File: config.mk
export PLATFORM = sky130hd
export DESIGN_NAME = lsu_align_flat
export DESIGN_NICKNAME = d
export VERILOG_FILES = /design/src/rtl/lsu_align_if.sv /design/src/rtl/lsu_align.sv /design/src/flat_wrapper.sv
export SDC_FILE = /design/constraint.sdc
export NUM_CORES = 1
export LEC_CHECK = 0
export BUFFER_PORTS_ARGS = -buffer_cell sky130_fd_sc_hd__buf_2
export CAP_MARGIN = 25
export CORE_AREA = 3 3 202 253
export DETAILED_ROUTE_END_ITERATION = 16
export DIE_AREA = 0 0 205 256
export PLACE_DENSITY_LB_ADDON = 0.05
export SYNTH_ARGS = -nofsm -noshare
export SYNTH_HDL_FRONTEND = slang
export SYNTH_SLANG_ARGS = --single-unit
File: constraint.sdc
create_clock -name clk -period 2.73 [get_ports clk]
set_input_delay 0.4095 -clock clk [delete_from_list [all_inputs] [get_ports clk]]
set_output_delay 0.4095 -clock clk [all_outputs]
set_load 0.02 [all_outputs]
File: src/rtl/lsu_align_if.sv
// Execute/memory/write-back signal bundle for lsu_align.
// The slave modport is the LSU; the master modport is its environment.
interface lsu_align_if #(
  parameter int SIZE = 64
);
  localparam int NB = SIZE / 8;

  logic            req_valid;
  logic            req_ready;
  logic            req_write;
  logic [1:0]      req_size;
  logic            req_unsigned;
  logic [SIZE-1:0] addr;
  logic [SIZE-1:0] wdata;

  logic            mem_valid;
  logic            mem_ready;
  logic            mem_write;
  logic [SIZE-1:0] mem_addr;
  logic [SIZE-1:0] mem_wdata;
  logic [NB-1:0]   mem_wstrb;
  logic            mem_rvalid;
  logic [SIZE-1:0] mem_rdata;

  logic            resp_valid;
  logic [SIZE-1:0] resp_data;
  logic            resp_error;

  modport slave (
    input  req_valid, req_write, req_size, req_unsigned, addr, wdata,
    input  mem_ready, mem_rvalid, mem_rdata,
    output req_ready, mem_valid, mem_write, mem_addr, mem_wdata, mem_wstrb,
    output resp_valid, resp_data, resp_error
  );

  modport master (
    output req_valid, req_write, req_size, req_unsigned, addr, wdata,
    output mem_ready, mem_rvalid, mem_rdata,
    input  req_ready, mem_valid, mem_write, mem_addr, mem_wdata, mem_wstrb,
    input  resp_valid, resp_data, resp_error
  );
endinterface

File: src/rtl/lsu_align.sv
// Single-outstanding load/store unit: lane alignment of stores, extraction and extension of loads.
// Define LSU_MISALIGN_TRAP_EN to reject misaligned accesses instead of rounding the offset down.
module lsu_align #(
  parameter int SIZE = 64
) (
  input  logic        clk,
  input  logic        rst_n,
  lsu_align_if.slave  bus
);
  localparam int NB = SIZE / 8;
  localparam int OW = $clog2(NB);

  typedef enum logic [1:0] {IDLE, REQ, WAIT, DONE} state_t;

  state_t          state_reg, state_next;
  logic            req_ready_reg;
  logic            write_reg;
  logic            unsigned_reg;
  logic [1:0]      size_reg;
  logic [OW-1:0]   off_reg;
  logic [SIZE-1:0] maddr_reg;
  logic [SIZE-1:0] mwdata_reg;
  logic [NB-1:0]   wstrb_reg;
  logic [SIZE-1:0] rdata_reg;
  logic            error_reg;

  logic            accept;
  logic            illegal;
  logic            reject;
  logic [OW-1:0]   off;
  logic [OW-1:0]   size_mask;
  logic [OW-1:0]   eff_off;
  logic [NB-1:0]   lane_mask;
  logic [SIZE-1:0] rshift;
  logic [SIZE-1:0] load_ext;
  logic            top_bit;
  logic            fill;

  // req_ready_reg is low for one cycle after reset, so it gates acceptance as well.
  assign accept  = req_ready_reg & bus.req_valid;
  assign off     = bus.addr[OW-1:0];
  assign illegal = (SIZE == 32) && (bus.req_size == 2'b11);

  genvar gi;
  for (gi = 0; gi < OW; gi++) begin : g_size_mask
    assign size_mask[gi] = (gi < int'(bus.req_size));
  end
  for (gi = 0; gi < NB; gi++) begin : g_lane_mask
    assign lane_mask[gi] = (gi < (1 << bus.req_size));
  end

`ifdef LSU_MISALIGN_TRAP_EN
  logic misaligned;
  assign misaligned = |(off & size_mask);
  assign reject     = illegal | misaligned;
  assign eff_off    = off;
`else
  assign reject     = illegal;
  assign eff_off    = off & ~size_mask;
`endif

  assign rshift = bus.mem_rdata >> {off_reg, 3'b000};

  always_comb begin
    case (size_reg)
      2'b00:   top_bit = rshift[7];
      2'b01:   top_bit = rshift[15];
      2'b10:   top_bit = rshift[31];
      default: top_bit = rshift[SIZE-1];
    endcase
  end
  assign fill = top_bit & ~unsigned_reg;

  for (gi = 0; gi < SIZE; gi++) begin : g_load_ext
    assign load_ext[gi] = (gi < (8 << size_reg)) ? rshift[gi] : fill;
  end

  always_comb begin
    state_next     = state_reg;
    bus.mem_valid  = 1'b0;
    bus.resp_valid = 1'b0;
    case (state_reg)
      IDLE: if (accept) state_next = reject ? DONE : REQ;
      REQ: begin
        bus.mem_valid = 1'b1;
        if (bus.mem_ready) state_next = write_reg ? DONE : WAIT;
      end
      WAIT: if (bus.mem_rvalid) state_next = DONE;
      DONE: begin
        bus.resp_valid = 1'b1;
        state_next     = IDLE;
      end
      default: state_next = IDLE;
    endcase
  end

  always_ff @(posedge clk or negedge rst_n) begin
    if (!rst_n) begin
      state_reg     <= IDLE;
      req_ready_reg <= 1'b0;
    end else begin
      state_reg     <= state_next;
      req_ready_reg <= (state_next == IDLE);
    end
  end

  always_ff @(posedge clk or negedge rst_n) begin
    if (!rst_n) begin
      write_reg    <= 1'b0;
      unsigned_reg <= 1'b0;
      size_reg     <= 2'b00;
      off_reg      <= '0;
      maddr_reg    <= '0;
      mwdata_reg   <= '0;
      wstrb_reg    <= '0;
      rdata_reg    <= '0;
      error_reg    <= 1'b0;
    end else if (accept) begin
      write_reg    <= bus.req_write;
      unsigned_reg <= bus.req_unsigned;
      size_reg     <= bus.req_size;
      off_reg      <= eff_off;
      maddr_reg    <= {bus.addr[SIZE-1:OW], {OW{1'b0}}};
      mwdata_reg   <= bus.req_write ? (bus.wdata << {eff_off, 3'b000}) : '0;
      wstrb_reg    <= bus.req_write ? (lane_mask << eff_off) : '0;
      rdata_reg    <= '0;
      error_reg    <= reject;
    end else if (state_reg == WAIT && bus.mem_rvalid) begin
      rdata_reg <= load_ext;
    end
  end

  // Bus and response payloads are forced to zero outside the states that own them.
  assign bus.req_ready  = req_ready_reg;
  assign bus.mem_write  = (state_reg == REQ) & write_reg;
  assign bus.mem_addr   = (state_reg == REQ) ? maddr_reg : '0;
  assign bus.mem_wdata  = (state_reg == REQ) ? mwdata_reg : '0;
  assign bus.mem_wstrb  = (state_reg == REQ) ? wstrb_reg : '0;
  assign bus.resp_data  = (state_reg == DONE) ? rdata_reg : '0;
  assign bus.resp_error = (state_reg == DONE) & error_reg;
endmodule

File: src/flat_wrapper.sv
// flat-port wrapper written by rule: the top's interface ports become plain ports
module lsu_align_flat 
#(
  parameter int SIZE = 64
)
  (clk, rst_n, bus_req_valid, bus_req_write, bus_req_size, bus_req_unsigned, bus_addr, bus_wdata, bus_mem_ready, bus_mem_rvalid, bus_mem_rdata, bus_req_ready, bus_mem_valid, bus_mem_write, bus_mem_addr, bus_mem_wdata, bus_mem_wstrb, bus_resp_valid, bus_resp_data, bus_resp_error);
  lsu_align_if #(.SIZE(SIZE)) bus_i ();
  input  logic clk;
  input  logic rst_n;
  input wire logic [$bits(bus_i.req_valid)-1:0] bus_req_valid;
  input wire logic [$bits(bus_i.req_write)-1:0] bus_req_write;
  input wire logic [$bits(bus_i.req_size)-1:0] bus_req_size;
  input wire logic [$bits(bus_i.req_unsigned)-1:0] bus_req_unsigned;
  input wire logic [$bits(bus_i.addr)-1:0] bus_addr;
  input wire logic [$bits(bus_i.wdata)-1:0] bus_wdata;
  input wire logic [$bits(bus_i.mem_ready)-1:0] bus_mem_ready;
  input wire logic [$bits(bus_i.mem_rvalid)-1:0] bus_mem_rvalid;
  input wire logic [$bits(bus_i.mem_rdata)-1:0] bus_mem_rdata;
  output wire logic [$bits(bus_i.req_ready)-1:0] bus_req_ready;
  output wire logic [$bits(bus_i.mem_valid)-1:0] bus_mem_valid;
  output wire logic [$bits(bus_i.mem_write)-1:0] bus_mem_write;
  output wire logic [$bits(bus_i.mem_addr)-1:0] bus_mem_addr;
  output wire logic [$bits(bus_i.mem_wdata)-1:0] bus_mem_wdata;
  output wire logic [$bits(bus_i.mem_wstrb)-1:0] bus_mem_wstrb;
  output wire logic [$bits(bus_i.resp_valid)-1:0] bus_resp_valid;
  output wire logic [$bits(bus_i.resp_data)-1:0] bus_resp_data;
  output wire logic [$bits(bus_i.resp_error)-1:0] bus_resp_error;
  assign bus_i.req_valid = bus_req_valid;
  assign bus_i.req_write = bus_req_write;
  assign bus_i.req_size = bus_req_size;
  assign bus_i.req_unsigned = bus_req_unsigned;
  assign bus_i.addr = bus_addr;
  assign bus_i.wdata = bus_wdata;
  assign bus_i.mem_ready = bus_mem_ready;
  assign bus_i.mem_rvalid = bus_mem_rvalid;
  assign bus_i.mem_rdata = bus_mem_rdata;
  assign bus_req_ready = bus_i.req_ready;
  assign bus_mem_valid = bus_i.mem_valid;
  assign bus_mem_write = bus_i.mem_write;
  assign bus_mem_addr = bus_i.mem_addr;
  assign bus_mem_wdata = bus_i.mem_wdata;
  assign bus_mem_wstrb = bus_i.mem_wstrb;
  assign bus_resp_valid = bus_i.resp_valid;
  assign bus_resp_data = bus_i.resp_data;
  assign bus_resp_error = bus_i.resp_error;
  lsu_align #(.SIZE(SIZE)) u_core (.clk(clk), .rst_n(rst_n), .bus(bus_i));
endmodule
# Yosys cells after proc, flatten, opt, wreduce, memory -nomap -nowiden
# Index checks and enable logic that the tools add are counted.
op_classes:
  n_lt_le_gt_ge: 75
  bitwise: 6
  n_eq_ne: 5
  mux: 80
  shifts: 5
  n_reduce_logical: 5
op_table:
  columns: ["cell", "n"]
  rows:
  - ["$lt 7x32->1 const A", 32]
  - ["$lt 6x32->1 const A", 16]
  - ["$mux 64", 6]
  - ["$lt 4x32->1 const A", 8]
  - ["$lt 5x32->1 const A", 8]
  - ["$lt 3x32->1 const A", 4]
  - ["$mux 1", 67]
  - ["$lt 1x32->1 const A", 2]
  - ["$lt 2x32->1 const A", 2]
  - ["$shl 64x6->64", 1]
  - ["$shr 64x6->64", 1]
  - ["$shl 1x2->32 const A", 1]
  - ["$shl 4x2->32 const A", 1]
  - ["$mux 8", 2]
  - ["$pmux 2 s4", 1]
  - ["$shl 8x3->8", 1]
  - ["$eq 2x2->1 const B", 3]
  - ["$logic_not 2->1", 3]
  - ["$mux 2", 3]
  - ["$eq 2x1->1 const B", 2]
  - ["$lt 1x2->1 const A", 2]
  - ["$and 1x1->1", 3]
  - ["$and 3x3->3", 1]
  - ["$not 3->3", 1]
  - ["other kinds (5)", 5]
totals:
  register_bits: 207

# Depth between registers and ports, before layout
# Gate-level depths: netlist of run 1.
logic_depth:
  depth_word: 6
  ltp_mapped: 8
  depth_no_buf: 5

# Worst setup path before layout of run 1
# No wires, ideal clock.
synth_timing:
  path_kind: "register to register"
  startpoint: "register u_core.off_reg[0]"
  endpoint: "register u_core.rdata_reg[31]"
  stages_incl_launch_ff: 9
  setup_time_ns: 0.067
  path_buffers: 3
  synth_period_minus_slack_ns: 2.188
  required_time_ns: 2.663
  setup_slack_ns: 0.542
  t_arrival_ns: 2.121
  cell_sequence: "dfrtp_1 buf_4 buf_8 mux2i_1 a22o_1 or3_4 a2111oi_4 buf_6 a221o_1"
synth_between:
  elab_chain_cells: 6
synth_rtl:
  columns: ["element", "line", "text"]
  rows:
  - ["from (decl)", "lsu_align.sv:20", "logic [OW-1:0] off_reg;"]
  - ["from (signal assigned)", "lsu_align.sv:122", "off_reg <= eff_off;"]
  - ["$shr 64x6->64 *", "lsu_align.sv:62", "assign rshift = bus.mem_rdata >> {off_reg, 3'b000};"]
  - ["$pmux 1 s3", "lsu_align.sv:65", "case (size_reg)"]
  - ["$and 1x1->1", "lsu_align.sv:72", "assign fill = top_bit & ~unsigned_reg;"]
  - ["$mux 1 *", "lsu_align.sv:75", "assign load_ext[gi] = (gi < (8 << size_reg)) ? rshift[gi] : fill;"]
  - ["$mux 64 *", "lsu_align.sv:128", "end else if (state_reg == WAIT && bus.mem_rvalid) begin"]
  - ["$mux 64 *", "lsu_align.sv:118", "end else if (accept) begin"]
  - ["to (signal assigned)", "lsu_align.sv:129", "rdata_reg <= load_ext;"]
  - ["to (decl)", "lsu_align.sv:24", "logic [SIZE-1:0] rdata_reg;"]
# Mark *: on every way between the ends. The rest lies on a longest branch, timed or not. The select of a mux whose other input is x is not followed.
# A chain may end at the register's enable or synchronous reset.

# Final worst setup path of run 1
layout_timing:
  startpoint: "register u_core.state_reg[1]"
  endpoint: "output port bus_resp_data[7]"
layout_between:
  elab_chain_cells: 2
layout_rtl:
  columns: ["element", "line", "text"]
  rows:
  - ["from (decl)", "lsu_align.sv:15", "state_t state_reg, state_next;"]
  - ["from (signal assigned)", "lsu_align.sv:102", "state_reg <= state_next;"]
  - ["$eq 2x2->1", "lsu_align.sv:139", "assign bus.resp_data = (state_reg == DONE) ? rdata_reg : '0;"]
  - ["$mux 64", "lsu_align.sv:139", null]
  - ["to (decl)", "flat_wrapper.sv:26", "output wire logic [$bits(bus_i.resp_data)-1:0] bus_resp_data;"]
# No other way between the ends.

==> results.md, run 1 <==
- Run status: finished clean
- Worst skew pair latency: 560 ps
- Fin Hold WS: 40.4 ps
- Clock tree root buffer cell: clkbuf_16
- Seq cells post-synth: 207
- Max-slew violations: 0
- CP Launch Point: u_core.state_reg[1]
- Static leakage: 8.40 nW
- Setup Skew: 18.3 ps
- Reg-to-reg startpoint: u_core.off_reg[0]
- Vias in the first global route: 12,689
- Initial antenna violation count: 3
- Synth top area share: 42.5%
- First-pass GRT wire length: 83,700 um
- CTS tree: built
- Synthesized instance count: 1,402
- DR vias: 12,131
- Hold Path Origin: bus_addr[30]
- RR Endpoint: u_core.rdata_reg[19]
- Maxcap violations: 0
- Full die area: 0.0525 mm^2
- Layout cells sized above 1: 29.6%
- Dominant cells by area after synthesis: dfrtp_1 42%, nand2_1 8.8%, mux2i_1 7.6%
- Crit-path cells: buf_4 > and3_1 > buf_2
- RePlAce Congestion: 0.878
- Final wirelength: 56,200 um
- IO buf count: 401
- Overall power: 15.3 mW
- Crit. End Element: primary output
- CTS Sinks: 207
- Iter 0 DRT Violations: 744
- Placed Cells: 2,382
- HPWL after DPL: 41,700 um
- Layout area overhead: 33.1%
- Largest delay contributor family on the critical path: buffers and inverters
- Slew HR: 46.5%
- Total track usage: 20.8%
- Slew @ Worst Pin: 794 ps
- Core outline area: 0.0492 mm^2
- Cts bufs inserted: 27
- WP buf/inv: 2
- Final critical-path required period: 2490 ps
- Pre-antenna DRT Iters: 4
- Utilization after layout: 33.0%
- FMAX: 402 MHz
- Startpoint class of the critical path: flop
- Post-Layout Cell Count: 2,456
- # IOs: 406
- Distinct cell type count after synthesis: 48
- Setup TNS: 0 ps
- Register area share after synthesis: 42.5%
- Primary FF master, synth: dfrtp_1
- Worst Path Required: 2320 ps
- CP max stage delay: 500 ps
- Crit-path slowest cell: buf_4
- Power per Cell Area: 944 mW/mm^2
- Clk buf depth: 3
- Largest net degree at the start of global routing: 83
- Post-DR wirelength/cell: 22.9 um
- Syn Area/Cell: 8.70 um^2
- R2R Setup Slk: 400 ps
- Worst VDD drop: 0.444 mV
- Final Hold Viols: 0
- H-tree levels: 1
- Stages on worst setup path: 3
- Clk slew on worst S/H paths: 60 ps
- Critical path class: reg -> out
- Detailed-route DRC error count: 0
- Remaining Overflow, GRT: 0
- Filler cells: 5,343
- CP max FO: 65
- Most common cell in the netlist: nand2_1
- Std-Cell Rows: 91
- Die Wd: 205 um
- Starting Density: 24.8%
- Setup violations, final: 0
- Synth cell count leaders: 285 x nand2_1, 207 x dfrtp_1, 137 x and2_1, 103 x clkbuf_1, 92 x mux2i_1
- Yosys warns: 0
- Crit share post-route: 91.0%
- Synth area leader: dfrtp_1
- Die height: 256 um
- Post-synth EDFFs: 0
- Crit path capture: bus_resp_data[7]
- Ys async rst share: 100%
- Nets: 1,986
- Worst r2r path cells: 6
- WP data arrival: 2080 ps
- Post-CTS Setup Bufs: 0
- Antenna Nets Post-Route: 0
- HP Class: in -> reg
- DR vias/cell: 4.94
- Synthesized cell area: 0.0122 mm^2
- RSZ-0062 raised after global routing: no
## power by group
part	total [mW]	switching (mW)	internal (mW)
Clock	3.53	1.48	2.05
Combinational	6.67	4.28	2.39
Sequential	5.12	0.829	4.29
## layout make-up
cell class | count | area [um^2] | share of cell area (%)
antenna | 2 | 5.00 | 0.0308
clock buffer | 39 | 771 | 4.75
clock inverter | 8 | 85.1 | 0.524
inverter | 9 | 33.8 | 0.208
multi-input combinational | 1056 | 6490 | 40.0
sequential | 207 | 5180 | 31.9
tap | 651 | 815 | 5.02
timing repair buffer | 484 | 2850 | 17.6
## how the worst min path moves through the flow
stage | to | slack [ps] | cells after the start
global placement | u_core.rdata_reg[27] | 420 | 1
detailed placement | u_core.rdata_reg[27] | 410 | 1
CTS | u_core.maddr_reg[45] | 0.8 | 3
global route | u_core.maddr_reg[58] | 20 | 3
finish | u_core.maddr_reg[30] | 40 | 3
floorplan | u_core.bus.req_ready | 110 | 0
## kinds of logic after synthesis
kind of cell           synth area share [%]
and+or+nand+nor                        23.4
DFF                                    42.5
AOI/OAI and AO/OA                      19.0
buffers and inverters                  4.79
other                                0.0308
muxes                                  10.2
## worst min-delay path: stages
cell and delay (ps):
buf_2 70, nand2_1 40, nand2_1 50
## timing repair
item | in CTS | in global routing
endpoints found under the hold margin | 81 | 0
gates resized for setup | 0 | 0
hold buffers | 25 | 0
## routing by layer
layer  share of wire, %  vias up  wire (um)  global-route usage, %
met2                 51      382      28800                   36.8
met4                3.0        2       1710                   6.76
met3                5.1       72       2870                   2.89
met1                 41     5962      22800                   25.9
li1                   -     5713          -                      -
met5              0.023        -         13                      0
## placed cells by master (no fill, tap or decap), drive strengths merged, types with 6 or more instances in the layout
cell type,count
o22ai,16
o21ai,84
o2bb2ai,14
a221o,29
a311oi,8
nor4,6
and3,71
dlygate4sd3,25
inv,8
a221oi,16
buf,459
mux4,9
nand2,285
a21oi,87
dfrtp,207
mux2i,92
and2,137
a31oi,7
nor2,62
nand3,10
clkbuf,39
a22oi,25
clkinv,6
a211o,14
nor3,11
a22o,30
mux2,11
## metrics by stage
step / setup WS, ps / cell area (um^2)
finish: 245 / 16200
global route: 87.0 / 16200
CTS: 148 / 16200
detailed placement: 359 / 15100
global placement: 410 / 15100
floorplan: 542 / 12200
(Power assumes the default switching activity.)
==> run 2: changes to the inputs <==
--- a/config.mk
+++ b/config.mk
@@ -11,6 +11,7 @@
 export DETAILED_ROUTE_END_ITERATION = 16
 export DIE_AREA = 0 0 205 256
 export PLACE_DENSITY_LB_ADDON = 0.05
+export RECOVER_POWER = 50
 export SYNTH_ARGS = -nofsm -noshare
 export SYNTH_HDL_FRONTEND = slang
 export SYNTH_SLANG_ARGS = --single-unit
==> constraint.sdc (replaced) <==
create_clock -name clk -period 2.25 [get_ports clk]
set_input_delay 0.3375 -clock clk [delete_from_list [all_inputs] [get_ports clk]]
set_output_delay 0.3375 -clock clk [all_outputs]
set_load 0.02 [all_outputs]
==> run 2 against run 1 <==
Compared with the run above: combinational power rose by 45%; via count up 3.5%; routed wire length grew 1.8%; largest power group unchanged; critical path type unchanged; first-iteration DRC count decreased by 1.2%; power is 32% higher; design area rose by 10%; count of clock-buffer cells in the layout shrank 4.
==> results.md, run 2 (synthesized netlist as in run 1, its figures left out) <==
- Run status: finished clean
- Setup WS pre-CTS: 18.1 ps (-341 ps)
- Post-DR wirelength/cell: 22.4 um (-2.2%)
- Largest net degree at the start of global routing: 94 (+13%)
- Area after DPL: 0.0156 mm^2 (+2.9%)
- FMAX: 449 MHz
- Reg-to-reg startpoint: u_core.off_reg[0]
- Remaining Overflow, GRT: 0 (unchanged)
- CP Launch Point: u_core.state_reg[1]
- Detailed-route DRC error count: 0 (unchanged)
- IO buf count: 401 (unchanged)
- Nets: 2,088 (+5.1%)
- Hold Path Origin: bus_wdata[0]
- Crit share post-route: 98.9%
- RSZ-0062 raised after global routing: yes
- Layout cells sized above 1: 33.7% (+4.2 points)
- Final Hold Viols: 0 (unchanged)
- Worst Path Required: 1910 ps (-410 ps)
- Worst skew pair latency: 560 ps (about the same)
- HPWL after DPL: 42,200 um (+1.1%)
- Slew @ Worst Pin: 1050 ps (+253 ps)
- Layout area overhead: 46.5%
- Full die area: 0.0525 mm^2 (unchanged)
- Clk buf depth: 3 (unchanged)
- Total track usage: 20.9% (+0.080 points)
- Clock tree root buffer cell: clkbuf_16
- Final critical-path required period: 2230 ps
- Commonest non-fill, non-tap cell in the layout: buf_2
- Die height: 256 um (unchanged)
- Starting Density: 24.8% (unchanged)
- CTS Sinks: 207 (unchanged)
- Final wirelength: 57,200 um (+1.8%)
- Vias in the first global route: 12,886 (+1.6%)
- Static leakage: 9.06 nW (+7.9%)
- Worst VDD drop: 0.599 mV (+35%)
- Initial antenna violation count: 5 (+2)
- Post-Layout Cell Count: 2,558 (+4.2%)
- Iter 0 DRT Violations: 735 (-1.2%)
- First-pass GRT wire length: 83,800 um (about the same)
- Core outline area: 0.0492 mm^2 (unchanged)
- CTS tree: built
- Power per Cell Area: 1130 mW/mm^2 (+20%)
- Max-slew violations: 0 (unchanged)
- Die Wd: 205 um (unchanged)
- CP max stage delay: 430 ps (-70 ps)
- Setup Skew: 14.0 ps (-4.32 ps)
- CP max FO: 12 (-82%)
- H-tree levels: 1 (unchanged)
- Std-Cell Rows: 91 (unchanged)
- Clk slew on worst S/H paths: 60 ps (about the same)
- Most frequent cells in the layout: 310 x buf_2, 285 x nand2_1, 203 x dfrtp_1
- WP data arrival: 1890 ps (-190 ps)
- Startpoint class of the critical path: flop
- Layout Cell Area excl Fill: 0.0179 mm^2 (+10%)
- Final worst slack: 25.0 ps (-220 ps)
- Crit-path slowest cell: dfrtp_2
- HP Class: in -> reg
- Placed Cells: 2,430 (+2.0%)
- Cts bufs inserted: 25 (-7.4%)
- Pre-antenna DRT Iters: 5 (+1)
- Crit. End Element: primary output
- Slew HR: 30.2% (-16 points)
- Antenna Nets Post-Route: 0 (unchanged)
- RePlAce Congestion: 0.849 (-3.2%)
- # IOs: 406 (unchanged)
- DR vias/cell: 4.91 (-0.65%)
- DR vias: 12,553 (+3.5%)
- Setup violations, final: 0 (unchanged)
- Crit-path cells: nor2b_4 > buf_12 > clkbuf_16 > and2_1 > buf_6
- Maxcap violations: 0 (unchanged)
- Critical path class: reg -> out
run 2: changes by cell type in the layout (fill, tap and decap cells not counted), sizes merged, moves of 2 or more:
cell,previous run,this run
bufinv,1,3
bufbuf,0,3
buf,459,509
clkbuf,39,47
dlygate4sd3,25,64
run 2: timing repair:
item / 4_1_cts / 5_1_grt
setup buffers: 3 / 7
hold buffers: 64 / 0
resized for setup: 127 / 84
hold endpoints to repair: 94 / 0
pin swaps: 2 / 13
cloned: 3 / 4
setup endpoints to repair: 144 / 205
run 2: power by group:
group | total, mW | switching, mW | internal [mW]
Combinational | 9.68 | 5.49 | 4.19
Clock | 4.27 | 1.77 | 2.50
Sequential | 6.22 | 1.01 | 5.21
run 2: cell type report:
cell class / count / area [um^2]
antenna: 3 / 7.51
clock buffer: 35 / 693
clock inverter: 9 / 141
fill: 5152 / 31300
inverter: 9 / 33.8
multi-input combinational: 1056 / 6600
sequential: 207 / 5180
tap: 651 / 815
timing repair buffer: 588 / 4390
run 2: worst paths after layout:
| path | end | slack, ps | depth (start not counted) |
|---|---|---|---|
| worst max register to register | u_core.rdata_reg[16] | 90 | 7 |
| max in group asynchronous | u_core.rdata_reg[47] | 320 | 3 |
| worst min register to register | u_core.maddr_reg[24] | 470 | 2 |
| worst max-delay path | bus_mem_addr[20] | 20 | 5 |
| worst min-delay path | u_core.mwdata_reg[0] | 100 | 2 |
| min in group asynchronous | u_core.rdata_reg[21] | 510 | 2 |
run 2: metal layers:
layer  up-vias  global-route usage [%]  part of all wire [%]
li1       5926                       -                     -
met1      6136                    24.9                    40
met2       405                    37.0                    51
met3        84                    3.57                   5.7
met4         2                    8.19                   4.1
met5         -                       0                 0.023
run 2: per-stage QoR:
stage                     utilization (%)  hold slack (ps)  power, mW  TNS, ps
after global routing                 36.3             88.9       21.5    -4400
after CTS                            35.6             61.3       19.9    -4720
after global placement               31.6              242       14.7        0
after detailed placement             31.6              245       14.7        0
after floorplan                         -             41.9       11.1        0
final                                36.3             99.3       20.2        0
run 2: critical path, delay by kind of cell, from the launching register on:
family	cells	cell delay, ps
buffers and inverters	3	520
DFF	1	430
and+or+nand+nor	2	370
